$ cat config.mk
export PLATFORM = sky130hd
export DESIGN_NAME = axis_frame_arbiter_flat
export DESIGN_NICKNAME = d
export VERILOG_FILES = /design/src/rtl/axis_frame_arbiter_if.sv /design/src/rtl/axis_frame_arbiter.sv /design/src/flat_wrapper.sv
export SDC_FILE = /design/constraint.sdc
export NUM_CORES = 1
export LEC_CHECK = 0
export ABC_CLOCK_PERIOD_IN_PS = 4500
export BUFFER_PORTS_ARGS = -buffer_cell sky130_fd_sc_hd__buf_4
export CAP_MARGIN = 20
export CORE_MARGIN = 4
export CORE_UTILIZATION = 47
export DETAILED_ROUTE_END_ITERATION = 7
export GPL_TIMING_DRIVEN = 0
export PLACE_DENSITY = 0.86
export SETUP_SLACK_MARGIN = 0.02
export SYNTH_ARGS = -nofsm -noshare
export SYNTH_HDL_FRONTEND = slang
export SYNTH_SLANG_ARGS = --single-unit
$ cat constraint.sdc
create_clock -name clk -period 4.5 [get_ports clk]
set_input_delay 0.45 -clock clk [delete_from_list [all_inputs] [get_ports clk]]
set_output_delay 0.45 -clock clk [all_outputs]
set_load 0.1 [all_outputs]
$ cat src/rtl/axis_frame_arbiter_if.sv
// Generic AXI-stream bundle: LANES parallel channels sharing one data bus.
// The master drives payload and valid; the slave returns ready.
interface axis_frame_arbiter_if #(
  parameter int unsigned LANES      = 1,
  parameter int unsigned DATA_WIDTH = 32
);
  logic [LANES*DATA_WIDTH-1:0] data;
  logic [LANES-1:0]            valid;
  logic [LANES-1:0]            ready;
  logic [LANES-1:0]            last;

  modport master (output data, output valid, output last, input ready);
  modport slave  (input data, input valid, input last, output ready);
endinterface

$ cat src/rtl/axis_frame_arbiter.sv
// Frame-aware round-robin arbiter merging NUM_SRC AXI-stream sources into one
// registered stream; a grant is held from the first beat to the last of a frame.
module axis_frame_arbiter #(
  parameter int unsigned NUM_SRC    = 4,
  parameter int unsigned DATA_WIDTH = 32,
  parameter int unsigned ID_W       = 2
) (
  input  logic                  clk,
  input  logic                  reset_n,
  axis_frame_arbiter_if.slave   s_axis,
  axis_frame_arbiter_if.master  m_axis,
  output logic [ID_W-1:0]       grant_id,
  output logic                  busy,
  output logic [15:0]           frame_cnt
);
  localparam int unsigned CNT_W = 16;

  typedef enum logic {ST_IDLE = 1'b0, ST_XFER = 1'b1} state_t;

  state_t                  r_state;
  state_t                  w_state_nxt;
  logic [ID_W-1:0]         r_grant;
  logic [ID_W-1:0]         w_grant_nxt;
  logic [ID_W-1:0]         r_rr_ptr;
  logic [ID_W-1:0]         w_rr_nxt;
  logic [ID_W-1:0]         w_pick;
  logic                    w_found;
  logic [2*NUM_SRC-1:0]    w_valid_dbl;
  logic [NUM_SRC-1:0]      w_valid_rot;
  logic                    w_sel_valid;
  logic                    w_sel_last;
  logic [DATA_WIDTH-1:0]   w_sel_data;
  logic                    w_slot_free;
  logic                    w_accept;
  logic [DATA_WIDTH-1:0]   r_m_data;
  logic [DATA_WIDTH-1:0]   w_m_data_nxt;
  logic                    r_m_valid;
  logic                    w_m_valid_nxt;
  logic                    r_m_last;
  logic                    w_m_last_nxt;
  logic [CNT_W-1:0]        r_frame_cnt;
  logic [CNT_W-1:0]        w_frame_cnt_nxt;
  logic                    r_busy;

  // Rotate valids so index 0 is the source at rr_ptr; first set bit wins.
  assign w_valid_dbl = {s_axis.valid, s_axis.valid};
  assign w_valid_rot = NUM_SRC'(w_valid_dbl >> r_rr_ptr);

  always_comb begin : rr_search
    w_found = 1'b0;
    w_pick  = '0;
    for (int k = 0; k < int'(NUM_SRC); k++) begin
      if (!w_found && w_valid_rot[k]) begin
        w_found = 1'b1;
        if (int'(r_rr_ptr) + k >= int'(NUM_SRC)) begin
          w_pick = ID_W'(int'(r_rr_ptr) + k - int'(NUM_SRC));
        end else begin
          w_pick = ID_W'(int'(r_rr_ptr) + k);
        end
      end
    end
  end

  always_comb begin : grant_mux
    w_sel_valid = 1'b0;
    w_sel_last  = 1'b0;
    w_sel_data  = '0;
    for (int i = 0; i < int'(NUM_SRC); i++) begin
      if (r_grant == ID_W'(i)) begin
        w_sel_valid = s_axis.valid[i];
        w_sel_last  = s_axis.last[i];
        w_sel_data  = s_axis.data[i*DATA_WIDTH +: DATA_WIDTH];
      end
    end
  end

  // The output slot can take a beat when empty or draining this cycle.
  assign w_slot_free = !r_m_valid || m_axis.ready;
  assign w_accept    = (r_state == ST_XFER) && w_slot_free && w_sel_valid;

  always_comb begin : src_ready
    s_axis.ready = '0;
    if (r_state == ST_XFER && w_slot_free) begin
      for (int i = 0; i < int'(NUM_SRC); i++) begin
        s_axis.ready[i] = (r_grant == ID_W'(i));
      end
    end
  end

  always_ff @(posedge clk or negedge reset_n) begin : state_reg
    if (!reset_n) begin
      r_state <= ST_IDLE;
    end else begin
      r_state <= w_state_nxt;
    end
  end

  always_comb begin : next_state
    w_state_nxt = r_state;
    case (r_state)
      ST_IDLE: if (w_found)                 w_state_nxt = ST_XFER;
      ST_XFER: if (w_accept && w_sel_last)  w_state_nxt = ST_IDLE;
      default:                              w_state_nxt = ST_IDLE;
    endcase
  end

  always_comb begin : output_next
    w_grant_nxt     = r_grant;
    w_rr_nxt        = r_rr_ptr;
    w_frame_cnt_nxt = r_frame_cnt;
    w_m_data_nxt    = r_m_data;
    w_m_last_nxt    = r_m_last;
    w_m_valid_nxt   = r_m_valid;
    if (r_state == ST_IDLE && w_found) begin
      w_grant_nxt = w_pick;
    end
    if (w_accept) begin
      w_m_data_nxt  = w_sel_data;
      w_m_last_nxt  = w_sel_last;
      w_m_valid_nxt = 1'b1;
      if (w_sel_last) begin
        w_rr_nxt        = (r_grant == ID_W'(NUM_SRC - 1)) ? '0 : r_grant + ID_W'(1);
        w_frame_cnt_nxt = r_frame_cnt + CNT_W'(1);
      end
    end else if (r_m_valid && m_axis.ready) begin
      w_m_valid_nxt = 1'b0;
    end
  end

  always_ff @(posedge clk or negedge reset_n) begin : out_regs
    if (!reset_n) begin
      r_grant     <= '0;
      r_rr_ptr    <= '0;
      r_frame_cnt <= '0;
      r_m_data    <= '0;
      r_m_last    <= 1'b0;
      r_m_valid   <= 1'b0;
      r_busy      <= 1'b0;
    end else begin
      r_grant     <= w_grant_nxt;
      r_rr_ptr    <= w_rr_nxt;
      r_frame_cnt <= w_frame_cnt_nxt;
      r_m_data    <= w_m_data_nxt;
      r_m_last    <= w_m_last_nxt;
      r_m_valid   <= w_m_valid_nxt;
      r_busy      <= (w_state_nxt == ST_XFER);
    end
  end

  assign m_axis.data  = r_m_data;
  assign m_axis.valid = r_m_valid;
  assign m_axis.last  = r_m_last;
  assign grant_id     = r_grant;
  assign busy         = r_busy;
  assign frame_cnt    = r_frame_cnt;
endmodule

$ cat src/flat_wrapper.sv
// flat-port wrapper written by rule: the top's interface ports become plain ports
module axis_frame_arbiter_flat 
#(
  parameter int unsigned NUM_SRC    = 4,
  parameter int unsigned DATA_WIDTH = 32,
  parameter int unsigned ID_W       = 2
)
  (clk, reset_n, grant_id, busy, frame_cnt, s_axis_data, s_axis_valid, s_axis_last, s_axis_ready, m_axis_data, m_axis_valid, m_axis_last, m_axis_ready);
  axis_frame_arbiter_if #(.LANES((4)), .DATA_WIDTH(DATA_WIDTH)) s_axis_i ();
  axis_frame_arbiter_if #(.LANES(1), .DATA_WIDTH(DATA_WIDTH)) m_axis_i ();
  input  logic clk;
  input  logic reset_n;
  output logic [ID_W-1:0] grant_id;
  output logic busy;
  output logic [15:0] frame_cnt;
  input wire logic [$bits(s_axis_i.data)-1:0] s_axis_data;
  input wire logic [$bits(s_axis_i.valid)-1:0] s_axis_valid;
  input wire logic [$bits(s_axis_i.last)-1:0] s_axis_last;
  output wire logic [$bits(s_axis_i.ready)-1:0] s_axis_ready;
  output wire logic [$bits(m_axis_i.data)-1:0] m_axis_data;
  output wire logic [$bits(m_axis_i.valid)-1:0] m_axis_valid;
  output wire logic [$bits(m_axis_i.last)-1:0] m_axis_last;
  input wire logic [$bits(m_axis_i.ready)-1:0] m_axis_ready;
  assign s_axis_i.data = s_axis_data;
  assign s_axis_i.valid = s_axis_valid;
  assign s_axis_i.last = s_axis_last;
  assign s_axis_ready = s_axis_i.ready;
  assign m_axis_data = m_axis_i.data;
  assign m_axis_valid = m_axis_i.valid;
  assign m_axis_last = m_axis_i.last;
  assign m_axis_i.ready = m_axis_ready;
  axis_frame_arbiter #(.NUM_SRC(NUM_SRC), .DATA_WIDTH(DATA_WIDTH), .ID_W(ID_W)) u_core (.clk(clk), .reset_n(reset_n), .s_axis(s_axis_i), .m_axis(m_axis_i), .grant_id(grant_id), .busy(busy), .frame_cnt(frame_cnt));
endmodule
Word level (Yosys, flattened, before mapping)

Index checks and enable logic that the tools add are counted.
Widths: inputs -> output; s select.

Add/sub/neg operators: 9
$lt $le $gt $ge: 4
Eq/ne operators: 3
Shifts and indexed selects: 1
Mux-type cells: 31
Bitwise gates (word level): 1
Reduce and logical (&&, ||, !) cells: 16

Operator list:

| cell                  | count |
|---|---|
| $mux 32               | 4 |
| $mux 2                | 9 |
| $add 16x1->16 const B | 1 |
| $mux 1                | 16 |
| $ge 3x3->1 const B    | 3 |
| $logic_and 1x1->1     | 8 |
| $shr 8x2->4           | 1 |
| $sub 2x1->2 const B   | 4 |
| $add 2x2->3 const B   | 2 |
| $eq 2x2->1 const B    | 2 |
| $logic_not 1->1       | 4 |
| $mux 4                | 1 |
| $add 2x1->3 const B   | 1 |
| $ge 2x3->1 const B    | 1 |
| $add 2x1->2 const B   | 1 |
| $eq 2x1->1 const B    | 1 |
| $logic_not 2->1       | 1 |
| $pmux 1 s2            | 1 |
| $reduce_and 2->1      | 1 |
| $reduce_bool 2->1     | 1 |
| $logic_or 1x1->1      | 1 |
| $not 1->1             | 1 |

Flip-flop bits (word level): 55
Bits of input ports: 139
Output and inout port bits: 57
Logic and storage cells: 72

Depth between registers and ports, before layout

Gate-level depths: netlist of run 1.

Depth in word-level cells: 13
Gate-level depth with buffers: 10
Mapped depth without buffers: 7

Least setup slack after synthesis of run 1

Ideal clock, no wire load.

Path kind: reg2out
Start point: register u_core.r_grant[1] (netlist: u_core.grant_id[1])
End point: output port s_axis_ready[3]
Arrival: 2.795 ns
Path slack: 1.255 ns
Cell stages (with the launch flop): 6
Path through: dfrtp_1 -> ha_1 -> buf_2 -> buf_1 -> clkbuf_1 -> and3_1

Longest elaborated chain between the ends: 2

RTL lines:

| element                  | line                      | RTL |
|---|---|---|
| start: declaration       | axis_frame_arbiter.sv:22  | `logic [ID_W-1:0] r_grant;` |
| start signal: assignment | axis_frame_arbiter.sv:140 | `r_grant <= w_grant_nxt;` |
| $eq 2x2->1               | axis_frame_arbiter.sv:85  | `s_axis.ready[i] = (r_grant == ID_W'(i));` |
| $mux 4                   | axis_frame_arbiter.sv:83  | `if (r_state == ST_XFER && w_slot_free) begin` |
| end: declaration         | flat_wrapper.sv:19        | `output wire logic [$bits(s_axis_i.ready)-1:0] s_axis_ready;` |

Every way passes these cells.

Final worst setup path of run 1

Start point: register u_core.r_grant[0] (netlist: u_core.grant_id[0])
End point: output port s_axis_ready[2]

The elaborated chain is that of the path after synthesis.

==> flow_metrics.py, run 1 <==
metrics = {
    "timing": {
        "tightest_slew_ps": 695,
        "rsz0062_at_grt": "no",
        "setup_viol": 0,
        "hold_violations": 0,
        "final-max-slew-violation-count": 0,
        "fmax_ghz": 0.331,
        "finalCritPeriodShare_pct": 67.1,
        "timing.setup.tns_ps": 0,
        "maxSlewHeadroom_pct": 53.7,
        "skew_ps": 7.14,
        "post-route-min-period_ps": 3020,
        "setup_slack_ps": 1480,
    },
    "global_route": {
        "grt_pass1_wl_um": 18600,
        "grtUsageTotal_pct": 27.5,
        "gr-total-overflow": 0,
        "grt_antenna_before_repair": 0,
        "grt_max_degree": 56,
        "grt_pass1_vias": 3619,
    },
    "die": {
        "die_area_um2": 8420,
        "core_um2": 6790,
        "io_pins": 196,
        "dieWidth_um": 91.8,
        "die_h_um": 91.8,
        "start_util_pct": 48.5,
        "fp-row-count": 30,
    },
    "routing": {
        "first_iter_violations": 185,
        "firstDrtPassIters": 4,
        "detail_route.wl_per_cell_um": 18.0,
        "ant_nets": 0,
        "dr_total_vias": 3647,
        "drc": 0,
        "wirelength_um": 12000,
        "routed_via_density": 5.47,
    },
    "worst_hold_path": {
        "hold_path.class": "input pin to async pin",
    },
    "place": {
        "io_buffers": 195,
        "placed_area_um2": 4880,
        "dpl.hpwl_um": 9460,
        "place_ws_ps": 1800,
        "gp_congestion": 0.896,
    },
    "yosys": {
        "synth_edf_count": 0,
        "yosysUniqueCellTypes": 40,
        "synthCells": 368,
        "synth_nets": 512,
        "avgSynthCellArea_um2": 8.96,
        "yosysSeqAreaShare_pct": 41.7,
        "synthArstFlopShare_pct": 100,
        "synth_area_um2": 3300,
        "synth_seq_cells": 55,
        "synthFlopType": "dfrtp_1",
        "yosys_warnings": 0,
    },
    "cts": {
        "cts_tree": "built",
        "clk_pin_slew_ps": 100,
        "cts.sinks": 55,
        "clockRootBuffer": "clkbuf_8",
        "cts_made_buffers": 5,
        "cts-resized-gates": 0,
        "postCtsHoldBufs": 0,
        "htreeDepth": 2,
        "clock_tree.buffer_depth": 2,
        "clk-insertion-delay-late_ps": 310,
        "postCtsSetupBuffers": 0,
    },
    "run_status": {
        "outcome": "completed",
    },
    "setup_path": {
        "cp_cell_sequence": "inv_1 > ha_1 > clkbuf_1 > clkbuf_1 > and3_1 > buf_4",
        "worstPathRequired_ps": 4050,
        "cpMostUsedCell": "clkbuf_1",
        "critical_path.slowest_cell": "dfrtp_1",
        "cp-end-kind": "output pin",
        "crit_type": "flop to output pin",
        "slowest_delay_ps": 460,
        "cp.arrival_ps": 2570,
        "crit_path_max_fanout": 10,
        "r2r_setup_slack_ps": 1970,
        "crit_path_start_kind": "flop",
    },
    "cells_and_area": {
        "layout-drive-gt1-share_pct": 39.2,
        "final_cell_mix": "195 x buf_4, 67 x a21oi_1, 55 x dfrtp_1, 36 x nor2_1, 34 x nor2b_1",
        "syn2layout_area_growth_pct": 51.6,
        "nets": 714,
        "antennaDiodeCount": 0,
        "final_area_um2": 5000,
        "final_common_cell": "buf_4",
    },
    "job": {
        "maxCapViolations": 0,
    },
}
worst max-delay path: cells and delay by family (launching register included):
| family | cells | cell delay, ps |
|---|---|---|
| buf+inv | 4 | 1230 |
| fa+ha+maj | 1 | 330 |
| simple gates | 1 | 230 |
| flops | 1 | 460 |
final cells by class:
class	instances	area, um2
inverters	4	15.0
fillers	543	1800
multi-input cells	277	1760
repair buffers	195	1460
plain buffers	32	144
clock inverters	3	47.5
well taps	96	120
flip-flops and latches	55	1380
clock buffers	5	68.8
synthesized netlist by cell type (2+ instances only):
library cell,instances,share of area [%]
a21oi_1,67,10
a221oi_1,33,8.8
and3_1,9,1.7
and4_1,3,0.80
buf_2,7,1.1
buf_6,2,0.68
clkbuf_1,22,2.5
dfrtp_1,55,42
ha_1,5,1.9
inv_1,4,0.46
mux2_2,3,1.0
nand2_1,6,0.68
nand2b_1,3,0.57
nand3_2,2,0.61
nand4_1,7,1.3
nor2_1,36,4.1
nor2b_1,34,6.4
nor3_1,33,5.0
o21ai_0,4,0.61
xnor2_1,10,2.7
xor2_1,4,1.1
metrics by stage:
step,instances,utilization [%],hold slack (ps)
floorplan,368,-,154
global placement,659,71.9,463
detailed placement,659,71.9,471
CTS,667,73.6,195
global route,667,73.6,223
finish,667,73.6,180
routing by layer:
metal	wire length (um)	share of wire [%]	up-vias	GRT usage, %
met1	4960	41	1721	34.2
met4	237	2.0	0	7.80
li1	-	-	1752	-
met5	0	0	-	0
met2	5890	49	154	47.4
met3	902	7.5	20	6.73
state kept, by name, summed over array words and instances (netlist names):
register / cells
u_core.m_axis.data: 32
u_core.m_axis.last: 1
u_core.grant_id: 2
u_core.m_axis.valid: 1
u_core.r_state: 1
u_core.r_rr_ptr: 2
u_core.frame_cnt: 16
cell families after synthesis:
kind of cell             Yosys count  synth area share, %
AO/OA/AOI/OAI                    109                 21.4
XOR/XNOR                          15                 4.21
adder cells (fa/ha/maj)            5                 1.90
buffers and inverters             36                 4.82
flip-flops                        55                 41.7
multiplexers                       4                 1.33
AND/OR/NAND/NOR                  144                 24.7
path summary, 6_finish.rpt:
check	from	end	cells past startpoint
worst max-delay path	u_core.grant_id[0]	s_axis_ready[2]	6
worst min-delay path	reset_n	u_core.m_axis.data[1]	1
worst max register to register	u_core.grant_id[1]	u_core.m_axis.data[7]	10
worst min register to register	u_core.frame_cnt[15]	u_core.frame_cnt[15]	1
max in group asynchronous	reset_n	u_core.r_rr_ptr[0]	1
min in group clk	s_axis_data[126]	u_core.m_axis.data[30]	3
Power of run 1 is left out: the tool's default activity adds up to more than one toggle a clock period on the data nets, which glitch-free logic cannot reach.
==> run 2, diff against run 1 <==
--- a/config.mk
+++ b/config.mk
@@ -5,14 +5,15 @@
 export SDC_FILE = /design/constraint.sdc
 export NUM_CORES = 1
 export LEC_CHECK = 0
-export ABC_CLOCK_PERIOD_IN_PS = 4500
+export ABC_AREA = 1
+export ABC_CLOCK_PERIOD_IN_PS = 3100
 export BUFFER_PORTS_ARGS = -buffer_cell sky130_fd_sc_hd__buf_4
 export CAP_MARGIN = 20
 export CORE_MARGIN = 4
-export CORE_UTILIZATION = 47
+export CORE_UTILIZATION = 45
 export DETAILED_ROUTE_END_ITERATION = 7
 export GPL_TIMING_DRIVEN = 0
-export PLACE_DENSITY = 0.86
+export PLACE_DENSITY = 0.81
 export SETUP_SLACK_MARGIN = 0.02
 export SYNTH_ARGS = -nofsm -noshare
 export SYNTH_HDL_FRONTEND = slang
==> constraint.sdc (replaced) <==
create_clock -name clk -period 3.1 [get_ports clk]
set_input_delay 0.31 -clock clk [delete_from_list [all_inputs] [get_ports clk]]
set_output_delay 0.31 -clock clk [all_outputs]
set_load 0.1 [all_outputs]
==> flow_metrics.py, run 2 <==
metrics = {
    "run_status": {
        "outcome": "completed",
    },
    "place": {
        "io_buffers": 195,
        "placed_area_um2": 5150,
        "dpl.hpwl_um": 10500,
        "gp_congestion": 0.910,
        "place_ws_ps": 794,
    },
    "timing": {
        "setup_viol": 0,
        "final-max-slew-violation-count": 0,
        "whs_ps": 19.3,
        "hold_violations": 0,
        "timing.setup.tns_ps": 0,
        "rsz0062_at_grt": "no",
        "setup_slack_ps": 431,
        "finalCritPeriodShare_pct": 86.1,
        "maxSlewHeadroom_pct": 45.9,
        "tightest_slew_ps": 803,
        "post-route-min-period_ps": 2670,
        "fmax_ghz": 0.375,
        "skew_ps": 4.02,
    },
    "yosys": {
        "synth_nets": 654,
        "yosysSeqAreaShare_pct": 38.8,
        "synth-xor-area-share_pct": 3.70,
        "synth_compound_area_share_pct": 19.8,
        "synthCells": 510,
        "synthAdderAreaFrac_pct": 1.76,
        "synth_edf_count": 0,
        "yosys-mux-area-fraction_pct": 0,
        "synth_area_um2": 3550,
        "yosys_warnings": 0,
        "synth_common_cells": "184 x nand2_1, 55 x dfrtp_1, 49 x nor2_1",
        "synthFlopType": "dfrtp_1",
        "netlist.area_leader.share_pct": 38.8,
        "yosys.area.top_type": "dfrtp_1",
        "synth_seq_cells": 55,
        "synth_top_family_by_area": "simple AND/OR/NAND/NOR gates",
        "synth.most_common_cell": "nand2_1",
        "yosys.area_share.simple_pct": 28.7,
        "synth.area.top_cells": "dfrtp_1 39%, nand2_1 19%, o211ai_1 6.8%, a31oi_1 5.6%, nor2_1 5.2%",
        "avgSynthCellArea_um2": 6.96,
        "yosysUniqueCellTypes": 26,
        "synthArstFlopShare_pct": 100,
    },
    "routing": {
        "wirelength_um": 13000,
        "routed_via_density": 5.18,
        "first_iter_violations": 200,
        "detail_route.wl_per_cell_um": 15.9,
        "ant_nets": 0,
        "dr_total_vias": 4224,
        "firstDrtPassIters": 5,
        "drc": 0,
    },
    "global_route": {
        "gr-total-overflow": 0,
        "grtUsageTotal_pct": 26.6,
        "grt_antenna_before_repair": 0,
        "grt_pass1_vias": 4191,
        "grt_max_degree": 56,
        "grt_pass1_wl_um": 20600,
    },
    "cells_and_area": {
        "fillers": 688,
        "syn2layout_area_growth_pct": 47.5,
        "layout-drive-gt1-share_pct": 31.6,
        "final_area_um2": 5240,
        "final_common_cell": "buf_4",
        "nets": 856,
        "largest_reg_flops": 32,
        "antennaDiodeCount": 0,
        "final_cell_mix": "196 x buf_4, 184 x nand2_1, 55 x dfrtp_1, 47 x nor2_1, 35 x a21oi_1",
    },
    "die": {
        "die_area_um2": 9380,
        "start_util_pct": 46.2,
        "fp-row-count": 32,
        "dieWidth_um": 96.8,
        "io_pins": 196,
        "core_um2": 7690,
        "die_h_um": 96.8,
    },
    "cts": {
        "htreeDepth": 2,
        "clock_tree.buffer_depth": 2,
        "postCtsHoldBufs": 0,
        "cts_made_buffers": 5,
        "cts_tree": "built",
        "clk_pin_slew_ps": 100,
        "cts.sinks": 55,
        "clk-insertion-delay-late_ps": 310,
        "clockRootBuffer": "clkbuf_8",
        "postCtsSetupBuffers": 0,
        "cts-resized-gates": 0,
    },
    "setup_path": {
        "crit_path_max_fanout": 10,
        "cp_cell_sequence": "inv_1 > ha_1 > buf_2 > clkinv_1 > clkbuf_1 > nor2_2 > buf_4",
        "crit_path_start_kind": "flop",
        "crit_type": "flop to output pin",
        "critical_path.slowest_cell": "dfrtp_1",
        "cp-end-kind": "output pin",
        "critical_path_buf_inv_count": 5,
        "crit_family": "buffers and inverters",
        "worstPathRequired_ps": 2790,
        "cp.arrival_ps": 2360,
        "slowest_delay_ps": 470,
    },
    "power": {
        "pwr_density_cell_nw_per_um2": 1310,
        "seq_power_share_pct": 18.0,
        "p_int_mw": 2.49,
        "p_leak_nw": 2.66,
        "max-vdd-ir-drop_mv": 0.752,
        "power.total_mw": 6.87,
        "power_frac_comb_pct": 76.0,
        "p_sw_mw": 4.37,
        "pwr-share-clk_pct": 5.9,
        "swShare_pct": 63.7,
    },
    "job": {
        "maxCapViolations": 0,
    },
    "worst_hold_path": {
        "hold_path.class": "input pin to async pin",
    },
}
-- run 2: cell count changes after synthesis, sizes merged, moves of 13 or more --
cell | previous run | this run
a21oi | 67 | 36
nor2 | 36 | 49
o211ai | 0 | 32
a221oi | 33 | 0
nor3 | 34 | 5
a31oi | 0 | 32
nand3 | 3 | 16
nor2b | 34 | 0
nand2 | 6 | 185
inv | 4 | 25
-- run 2: final timing paths --
path / endpoint / from / depth (start not counted) / slack [ps]
hold / removal: u_core.frame_cnt[13] / reset_n / 1 / 20
setup reg to reg: u_core.m_axis.data[27] / u_core.grant_id[1] / 13 / 810
setup / recovery: s_axis_ready[2] / u_core.grant_id[0] / 7 / 430
hold reg to reg: u_core.m_axis.last / u_core.m_axis.last / 2 / 530
max in group asynchronous: u_core.m_axis.data[27] / reset_n / 1 / 2630
min in group clk: u_core.m_axis.valid / m_axis_ready / 2 / 180
-- run 2: stage by stage --
| stage | util, % | std cells |
|---|---|---|
| after CTS | 68.1 | 815 |
| after global placement | 67.0 | 807 |
| final | 68.1 | 815 |
| after detailed placement | 67.0 | 807 |
| after global routing | 68.1 | 815 |
| after floorplan | - | 510 |
-- run 2: power groups by stage --
stage,sequential [mW],clock (mW),combinational (mW)
5_1_grt,1.27,0.440,5.58
3_3_place_gp,1.23,0,5.14
3_5_place_dp,1.25,0,5.22
2_1_floorplan,3.19,0,1.99
6_report,1.24,0.408,5.22
4_1_cts,1.24,0.410,5.22
-- run 2: cells by family (layout without fill, tap and decap cells) --
family,count (synthesis),count (layout)
AND/OR/NAND/NOR,260,260
AO/OA/AOI/OAI,115,115
buffers and inverters,60,263
flip-flops,55,55
XOR/XNOR,15,15
adder cells (fa/ha/maj),5,5
-- run 2: final cells by class --
type	instances	area, um2	area share, %
multi-input combinational	395	1920	36.7
clock buffer	5	68.8	1.31
inverter	27	101	1.94
timing repair buffer	195	1460	28.0
clock inverter	3	20.0	0.382
sequential	55	1380	26.3
buffer	33	156	2.99
tap	102	128	2.44
-- run 2: metal layers --
layer,track usage (%),part of all wire [%],up-vias
met5,0,0,-
met4,7.78,2.8,0
met3,5.70,6.3,26
met2,48.0,52,160
met1,31.5,39,1943
li1,-,-,2095
(Power assumes the default switching activity.)
